===== src/rtl/road_merge_pkg.sv =====
// Shared types and helpers for the road stream merger.
package road_merge_pkg;

    typedef enum logic [1:0] {
        RUN   = 2'd0,
        DRAIN = 2'd1,
        MARK  = 2'd2
    } merge_state_t;

    localparam int TS_W = 16;

    // Channel-index width; never narrower than one bit.
    function automatic int ch_w(input int n_ch);
        return (n_ch > 1) ? $clog2(n_ch) : 1;
    endfunction

endpackage


===== src/rtl/road_fifo.sv =====
// Single-clock FIFO with full/empty flags and show-ahead read data.
// Latency: a word written at edge t is readable after edge t.
// Backpressure: none internally; the caller must not write when full (unless reading) nor read when empty.
module road_fifo #(
    parameter int WIDTH = 30,
    parameter int DEPTH = 16
) (
    input  logic             clk,
    input  logic             rst,
    input  logic             wr_en,
    input  logic [WIDTH-1:0] wr_dat,
    input  logic             rd_en,
    output logic [WIDTH-1:0] rd_dat,
    output logic             full,
    output logic             empty
);
    localparam int AW = $clog2(DEPTH);

    logic [WIDTH-1:0] mem [DEPTH];
    logic [AW:0]      wr_ptr;
    logic [AW:0]      rd_ptr;

    // Extra pointer MSB distinguishes full from empty when the addresses match.
    assign empty  = (wr_ptr == rd_ptr);
    assign full   = (wr_ptr == {~rd_ptr[AW], rd_ptr[AW-1:0]});
    assign rd_dat = mem[rd_ptr[AW-1:0]];

    always_ff @(posedge clk) begin
        if (rst) begin
            wr_ptr <= '0;
            rd_ptr <= '0;
        end else begin
            if (wr_en) wr_ptr <= wr_ptr + 1'b1;
            if (rd_en) rd_ptr <= rd_ptr + 1'b1;
        end
    end

    always_ff @(posedge clk) begin
        if (wr_en) mem[wr_ptr[AW-1:0]] <= wr_dat;
    end

endmodule


===== src/rtl/road_stream_merger.sv =====
// Merges N_CH road-word channels round-robin onto one stream, then an end-of-run count marker (ROAD_MERGE_TS_EN adds out_ts).
// Latency: a word written at edge t appears on the output after edge t+1 at the earliest.
// Backpressure: out_rdy stalls the output register; sources are never stalled, a full FIFO drops and sets ovf.
module road_stream_merger
    import road_merge_pkg::*;
#(
    parameter int  N_CH       = 4,
    parameter int  DATA_W     = 30,
    parameter int  FIFO_DEPTH = 16,
    parameter int  CNT_W      = 32,
    localparam int CH_W       = ch_w(N_CH)
) (
    input  logic                   clk,
    input  logic                   rst,
    input  logic [N_CH*DATA_W-1:0] in_data,
    input  logic [N_CH-1:0]        in_dv,
    input  logic                   eor,
    output logic [DATA_W-1:0]      out_data,
    output logic [CH_W-1:0]        out_ch,
    output logic                   out_dv,
    input  logic                   out_rdy,
    output logic                   out_eor,
    output logic [N_CH-1:0]        ovf,
    output logic                   busy
`ifdef ROAD_MERGE_TS_EN
    ,
    output logic [TS_W-1:0]        out_ts
`endif
);
`ifdef ROAD_MERGE_TS_EN
    localparam int FW = DATA_W + TS_W;
`else
    localparam int FW = DATA_W;
`endif
    // Counter bits above DATA_W never reach the marker, so they are not stored.
    localparam int CNT_KEEP = (CNT_W < DATA_W) ? CNT_W : DATA_W;

    merge_state_t        state, state_nxt;
    logic [CH_W-1:0]     rr_ptr;
    logic [CH_W-1:0]     gnt_ch;
    logic [CH_W-1:0]     idx;
    logic                gnt_vld, grant, xfer, mark_xfer, load_mark, capture;
    logic [N_CH-1:0]     fifo_full, fifo_empty, fifo_wr, fifo_rd, ovf_set;
    logic [FW-1:0]       fifo_wr_dat [N_CH];
    logic [FW-1:0]       fifo_rd_dat [N_CH];
    logic [FW-1:0]       sel_dat;
    logic [CNT_KEEP-1:0] word_cnt;

`ifdef ROAD_MERGE_TS_EN
    logic [TS_W-1:0] ts_cnt;

    always_ff @(posedge clk) begin
        if (rst) ts_cnt <= '0;
        else     ts_cnt <= ts_cnt + 1'b1;
    end
`endif

    assign capture   = (state == RUN);
    assign xfer      = out_dv && out_rdy;
    assign mark_xfer = xfer && out_eor;
    assign load_mark = (state == DRAIN) && (&fifo_empty) && !out_dv;
    assign busy      = (state != RUN);
    assign grant     = gnt_vld && (state != MARK) && (!out_dv || out_rdy);
    assign sel_dat   = fifo_rd_dat[gnt_ch];

    for (genvar c = 0; c < N_CH; c++) begin : g_ch
`ifdef ROAD_MERGE_TS_EN
        assign fifo_wr_dat[c] = {ts_cnt, in_data[c*DATA_W +: DATA_W]};
`else
        assign fifo_wr_dat[c] = in_data[c*DATA_W +: DATA_W];
`endif
        // A full FIFO being read this cycle still has room for the incoming word.
        assign fifo_rd[c] = grant && (gnt_ch == CH_W'(c));
        assign fifo_wr[c] = capture && in_dv[c] && (!fifo_full[c] || fifo_rd[c]);
        assign ovf_set[c] = capture && in_dv[c] && fifo_full[c] && !fifo_rd[c];

        road_fifo #(.WIDTH(FW), .DEPTH(FIFO_DEPTH)) u_fifo (
            .clk    (clk),
            .rst    (rst),
            .wr_en  (fifo_wr[c]),
            .wr_dat (fifo_wr_dat[c]),
            .rd_en  (fifo_rd[c]),
            .rd_dat (fifo_rd_dat[c]),
            .full   (fifo_full[c]),
            .empty  (fifo_empty[c])
        );
    end

    // First non-empty channel at or after rr_ptr, wrapping.
    always_comb begin
        gnt_vld = 1'b0;
        gnt_ch  = '0;
        idx     = '0;
        for (int i = 0; i < N_CH; i++) begin
            idx = CH_W'((int'(rr_ptr) + i) % N_CH);
            if (!gnt_vld && !fifo_empty[idx]) begin
                gnt_vld = 1'b1;
                gnt_ch  = idx;
            end
        end
    end

    always_ff @(posedge clk) begin
        if (rst) begin
            out_dv   <= 1'b0;
            out_eor  <= 1'b0;
            out_ch   <= '0;
            out_data <= '0;
        end else if (grant) begin
            out_dv   <= 1'b1;
            out_eor  <= 1'b0;
            out_ch   <= gnt_ch;
            out_data <= sel_dat[DATA_W-1:0];
        end else if (load_mark) begin
            out_dv   <= 1'b1;
            out_eor  <= 1'b1;
            out_ch   <= '0;
            out_data <= DATA_W'(word_cnt);
        end else if (xfer) begin
            out_dv   <= 1'b0;
            out_eor  <= 1'b0;
        end
    end

`ifdef ROAD_MERGE_TS_EN
    always_ff @(posedge clk) begin
        if (rst)            out_ts <= '0;
        else if (grant)     out_ts <= sel_dat[FW-1 -: TS_W];
        else if (load_mark) out_ts <= ts_cnt;
    end
`endif

    always_ff @(posedge clk) begin
        if (rst || mark_xfer) begin
            word_cnt <= '0;
            rr_ptr   <= '0;
            ovf      <= '0;
        end else begin
            if (xfer)  word_cnt <= word_cnt + 1'b1;
            if (grant) rr_ptr   <= (gnt_ch == CH_W'(N_CH - 1)) ? '0 : gnt_ch + 1'b1;
            ovf <= ovf | ovf_set;
        end
    end

    always_ff @(posedge clk) begin
        if (rst) state <= RUN;
        else     state <= state_nxt;
    end

    always_comb begin
        state_nxt = state;
        case (state)
            RUN:     if (eor)       state_nxt = DRAIN;
            DRAIN:   if (load_mark) state_nxt = MARK;
            MARK:    if (mark_xfer) state_nxt = RUN;
            default:                state_nxt = RUN;
        endcase
    end

endmodule


===== config.mk =====
export PLATFORM = sky130hd
export DESIGN_NAME = road_stream_merger
export DESIGN_NICKNAME = d
export VERILOG_FILES = /design/src/rtl/road_merge_pkg.sv /design/src/rtl/road_fifo.sv /design/src/rtl/road_stream_merger.sv
export SDC_FILE = /design/constraint.sdc
export NUM_CORES = 2
export LEC_CHECK = 0
export CAP_MARGIN = 25
export CORE_UTILIZATION = 60
export DETAILED_ROUTE_END_ITERATION = 16
export HOLD_SLACK_MARGIN = 0.15
export MAX_ROUTING_LAYER = met4
export PLACE_DENSITY = 0.78
export SYNTH_ARGS = -nofsm -noshare
export SYNTH_HDL_FRONTEND = slang
export SYNTH_SLANG_ARGS = --single-unit
export TNS_END_PERCENT = 10

===== constraint.sdc =====
create_clock -name clk -period 14.1 [get_ports clk]
set_input_delay 2.82 -clock clk [delete_from_list [all_inputs] [get_ports clk]]
set_output_delay 2.82 -clock clk [all_outputs]
set_load 0.02 [all_outputs]

==> summary.md <==
| Metric | Value |
|---|---|
| Per-cell via count in the routed design | 6.735 |
| # resized after CTS | 0 |
| Total Die Area | 132,800 sq um |
| Wire length of the first global-routing pass | 266,700 um |
| Synth-to-layout area growth | 12.48% |
| Final Hold Viols | 0 |
| Final setup viols | 0 |
| Detail Route met3 WL | 20,050 um |
| Post-Route WL | between 150,000 and 200,000 um |
| Crit-path max cell delay | 0.88 ns |
| Clock group share of total power | 0.334 |
| Sw Share | 0.2749 |
| Critical path startpoint category | flip-flop |
| GR Overflow Total | 0 |
| Most used standard cell by instance count after synthesis | sky130_fd_sc_hd__edfxtp_1 |
| Flip-flop and latch count after synthesis | 2,048 |
| Dpl hpwl | 108,500 um |
| CP max FO | 51 |
| Worst vdd ir | between 0.0002 and 0.0003 V |
| Multi-input gate area in the final layout | 17,930 sq um |
| Unrepaired setup endpoints after global routing | false |
| Reg area | 60,260 sq um |
| Share of the clock period used by the worst path | 0.3988 |
| Initial Util | 0.6065 |
| Synth Instances | between 3,000 and 4,000 |
| Max-Slew Margin vs Limit | 0.2500 |
| Post-CTS clock slew at the launch and capture registers of the worst setup and hold paths | 0.06 ns |
| Cell accounting for the most synthesized area | sky130_fd_sc_hd__edfxtp_1 |
| Fmax | 0.1779 GHz |
| Number of sinks handled by clock tree synthesis | slightly above 2,000 |
| CTS tree | done |
| Top routing layer used | met4 |
| Min-delay worst type | reg -> reg |
| Skew-Pair Late Insertion Delay | 0.81 ns |
| Routed via count | 37,860 |
| Fraction of synthesis flops using an asynchronous set or reset pin | 0 |
| Cell at the slowest stage of the critical path | sky130_fd_sc_hd__nor2_4 |
| Final setup TNS | 0 ns |
| Post-synth top cells | sky130_fd_sc_hd__edfxtp_1, sky130_fd_sc_hd__mux4_2, sky130_fd_sc_hd__dfxtp_1 |
| Static Leakage | 27.32 nW |
| Most used flip-flop cell after synthesis | sky130_fd_sc_hd__edfxtp_1 |
| Tot GR Track Use | 0.2936 |
| DRC marker count from the first detailed-route iteration | 5,084 |
| Fraction of synthesized cell area taken by the top area cell type | 0.7313 |
| Cell-internal power | 11.02 mW |
| Initial antenna violation count | 10 |
| Average cell area after synthesis | between 20 and 25 sq um |
| Crit end category | flip-flop |
| Number of global-route vias before repair | 37,740 |
| CP Data Required Time | 14.52 ns |
| Maximum root-to-sink buffer count | 3 |
| DRC Markers | 0 |
| Core occupancy in the finished layout | 0.6822 |
| Portion of total power attributed to combinational logic | 0.203 |
| Top-level I/O count | roughly 170 |
| EDFF count, synth | 1,920 |
| Die boundary height | 364.5 um |
| Final Max Tran Viols | 0 |
| Input/output buffers | 166 |
| Amount of wire on met2 after detailed routing | 88,150 um |
| Share of final-layout standard cells stronger than drive strength 1 | 0.2585 |
| Cell chosen for the clock root | sky130_fd_sc_hd__clkbuf_16 |
| Post-CTS Setup Bufs | 0 |
| Number of synthesis warnings | 0 |
| Actual slew at the worst max-slew pin | ~1.1 ns |
| Die Width | approximately 360 um |
| Maximum number of pins on one net before global-route repair | 83 |
| Number of nets with antenna violations after detailed routing | 0 |
| Post-Synthesis Cell Area | ~79,000 sq um |
| Routed length on met1 | roughly 72,000 um |
| Cell Rows | 132 |
| Switching power summed over all nets | 4.180 mW |
| Cell types occupying the most area after synthesis | sky130_fd_sc_hd__edfxtp_1, sky130_fd_sc_hd__mux4_2, sky130_fd_sc_hd__dfxtp_1 |
| Maximum clock skew at final layout | 0.02837 ns |
| Sequential share of the synthesized area | 0.7638 |
| Core area | 130,000 sq um |
| Critical path start-end classification | reg -> reg |
| Final worst path period need | 5.623 ns |
| Power share of the sequential group | 0.463 |
| CTS Buf Count | 192 |
| Outcome | finished, final reports clean |
| Count of different cell masters after synthesis | 56 |
| Post-route total power | 15.20 mW |
| Post-Synthesis Net Count | around 3,700 |
| Final Wtd Congestion | approximately 0.86 |
| Fill cells | 7,624 |
| PwrDens | 171.4 nW/um^2 |
| Net count, final | 3,872 |
| Arrival time worst endpoint | 6.04 ns |
| Maximum capacitance violations | 0 |
| Routed len/inst | 32.87 um |
| CP Cell Sequence | xor2_1, nor4_2, nand2_1, a311oi_4, buf_4, nor2_2, inv_2, buf_4, ha_1, a211oi_1, nor2_1, nand2_1, nor2_4 |
| Total number of H-tree levels | 4 |
| Detailed Routing Iterations Pass 1 | 6 |
| Total of hold buffers inserted after clock tree synthesis | 0 |
==> metal layers <==
layer	up-vias	GRT usage
li1	15330	-
met1	19970	0.4211
met2	2289	0.4373
met3	278	0.06235
met4	0	0.07645
met5	-	-
==> power groups by stage <==
stage / logic [mW] / clock network [mW] / registers, mW
2_1_floorplan: 1.99 / 0 / 7.05
3_3_place_gp: 2.98 / 0 / 7.14
3_5_place_dp: 3.03 / 0 / 7.16
4_1_cts: 3.07 / 5.11 / 7.04
5_1_grt: 3.22 / 5.33 / 7.06
6_report: 3.09 / 5.07 / 7.04
==> state kept, by name, indices dropped and copies added (netlist names), named ones only <==
signal,cells
rr_ptr,2
out_eor,1
out_dv,1
state,2
ovf,4
g_ch.u_fifo.rd_ptr,20
g_ch.u_fifo.wr_ptr,20
out_data,30
out_ch,2
word_cnt,30
g_ch.u_fifo.mem,1920
==> cell families (layout without fill, tap and decap cells) <==
kind of cell               count (synthesis)  in the layout  share of synthesized area
AOI/OAI and AO/OA                        228            228                    0.02177
and+or+nand+nor                          281            281                    0.01860
xor gates and xnor gates                  77             77                   0.008554
adders and majority gates                 25             25                   0.003968
DFF                                     2048           2048                     0.7638
muxes                                    637            637                     0.1718
other                                      0              4                          0
buffers and inverters                    210            580                    0.01144
==> metrics by stage <==
stage	setup slack, ns	hold WS (ns)	cells	instance area [sq um]
floorplan	7.661	0.4410	3506	78840
global placement	7.950	0.4632	5259	82370
detailed placement	7.805	0.4703	5259	82370
CTS	8.550	0.4827	5610	88490
global route	8.181	0.5168	5619	88670
finish	8.477	0.4863	5622	88680
==> cell type report <==
class,instances,area share
antenna,4,0.0001129
clock buffer,247,0.05817
clock inverter,104,0.01084
inverter,18,0.0007619
multi-input combinational,1248,0.2022
sequential,2048,0.6795
tap,1742,0.02458
timing repair buffer,211,0.02382
==> worst paths after layout <==
| path | from | to | slack [ns] | cells past startpoint |
|---|---|---|---|---|
| setup / recovery | g_ch[3].u_fifo.wr_ptr[3] | g_ch[0].u_fifo.mem[7][4] | 8.48 | 13 |
| hold / removal | state[1] | state[0] | 0.49 | 1 |
| setup reg to reg | g_ch[3].u_fifo.wr_ptr[3] | g_ch[0].u_fifo.mem[7][4] | 8.48 | 13 |
| hold reg to reg | state[1] | state[0] | 0.49 | 1 |
==> worst max-delay path: cells and delay by family, from the launching register on <==
family / cells / cell delay (ns)
adders and majority gates: 1 / 0.39
buffers and inverters: 3 / 1.20
AOI/OAI and AO/OA: 2 / 0.40
DFF: 1 / 0.67
and+or+nand+nor: 6 / 2.40
xor gates and xnor gates: 1 / 0.16
==> placed cells by master (no fill, tap or decap), types with 7 or more instances in the layout <==
cell type                         synthesis  final
sky130_fd_sc_hd__a211oi_1                 8      7
sky130_fd_sc_hd__a21oi_1                 43     43
sky130_fd_sc_hd__a221oi_1                30     30
sky130_fd_sc_hd__a22o_1                  30     30
sky130_fd_sc_hd__and2_1                  20     13
sky130_fd_sc_hd__and2_2                   0      7
sky130_fd_sc_hd__and3_1                  36      8
sky130_fd_sc_hd__and3_2                   0     28
sky130_fd_sc_hd__buf_4                    4     38
sky130_fd_sc_hd__bufinv_16                0     18
sky130_fd_sc_hd__clkbuf_1               110     44
sky130_fd_sc_hd__clkbuf_16                0    197
sky130_fd_sc_hd__clkdlybuf4s50_1          0    165
sky130_fd_sc_hd__clkinv_1                 0     48
sky130_fd_sc_hd__clkinv_2                 0     26
sky130_fd_sc_hd__dfxtp_1                128    114
sky130_fd_sc_hd__dfxtp_4                  0      8
sky130_fd_sc_hd__edfxtp_1              1920   1920
sky130_fd_sc_hd__ha_1                    25     25
sky130_fd_sc_hd__inv_1                   17     17
sky130_fd_sc_hd__mux2_2                  30     30
sky130_fd_sc_hd__mux2i_1                 36     36
sky130_fd_sc_hd__mux4_2                 570    570
sky130_fd_sc_hd__nand2_1                 36     36
sky130_fd_sc_hd__nand3_1                 19     19
sky130_fd_sc_hd__nand4_1                 19     19
sky130_fd_sc_hd__nor2_1                  98     85
sky130_fd_sc_hd__nor2_4                   0     12
sky130_fd_sc_hd__nor2b_1                 13     11
sky130_fd_sc_hd__o2111ai_1               31     31
sky130_fd_sc_hd__o21ai_0                 36     35
sky130_fd_sc_hd__o311a_1                 30     30
sky130_fd_sc_hd__xnor2_1                 33     33
sky130_fd_sc_hd__xor2_1                  44     44
No activity file was read; power rests on OpenSTA's default activity.
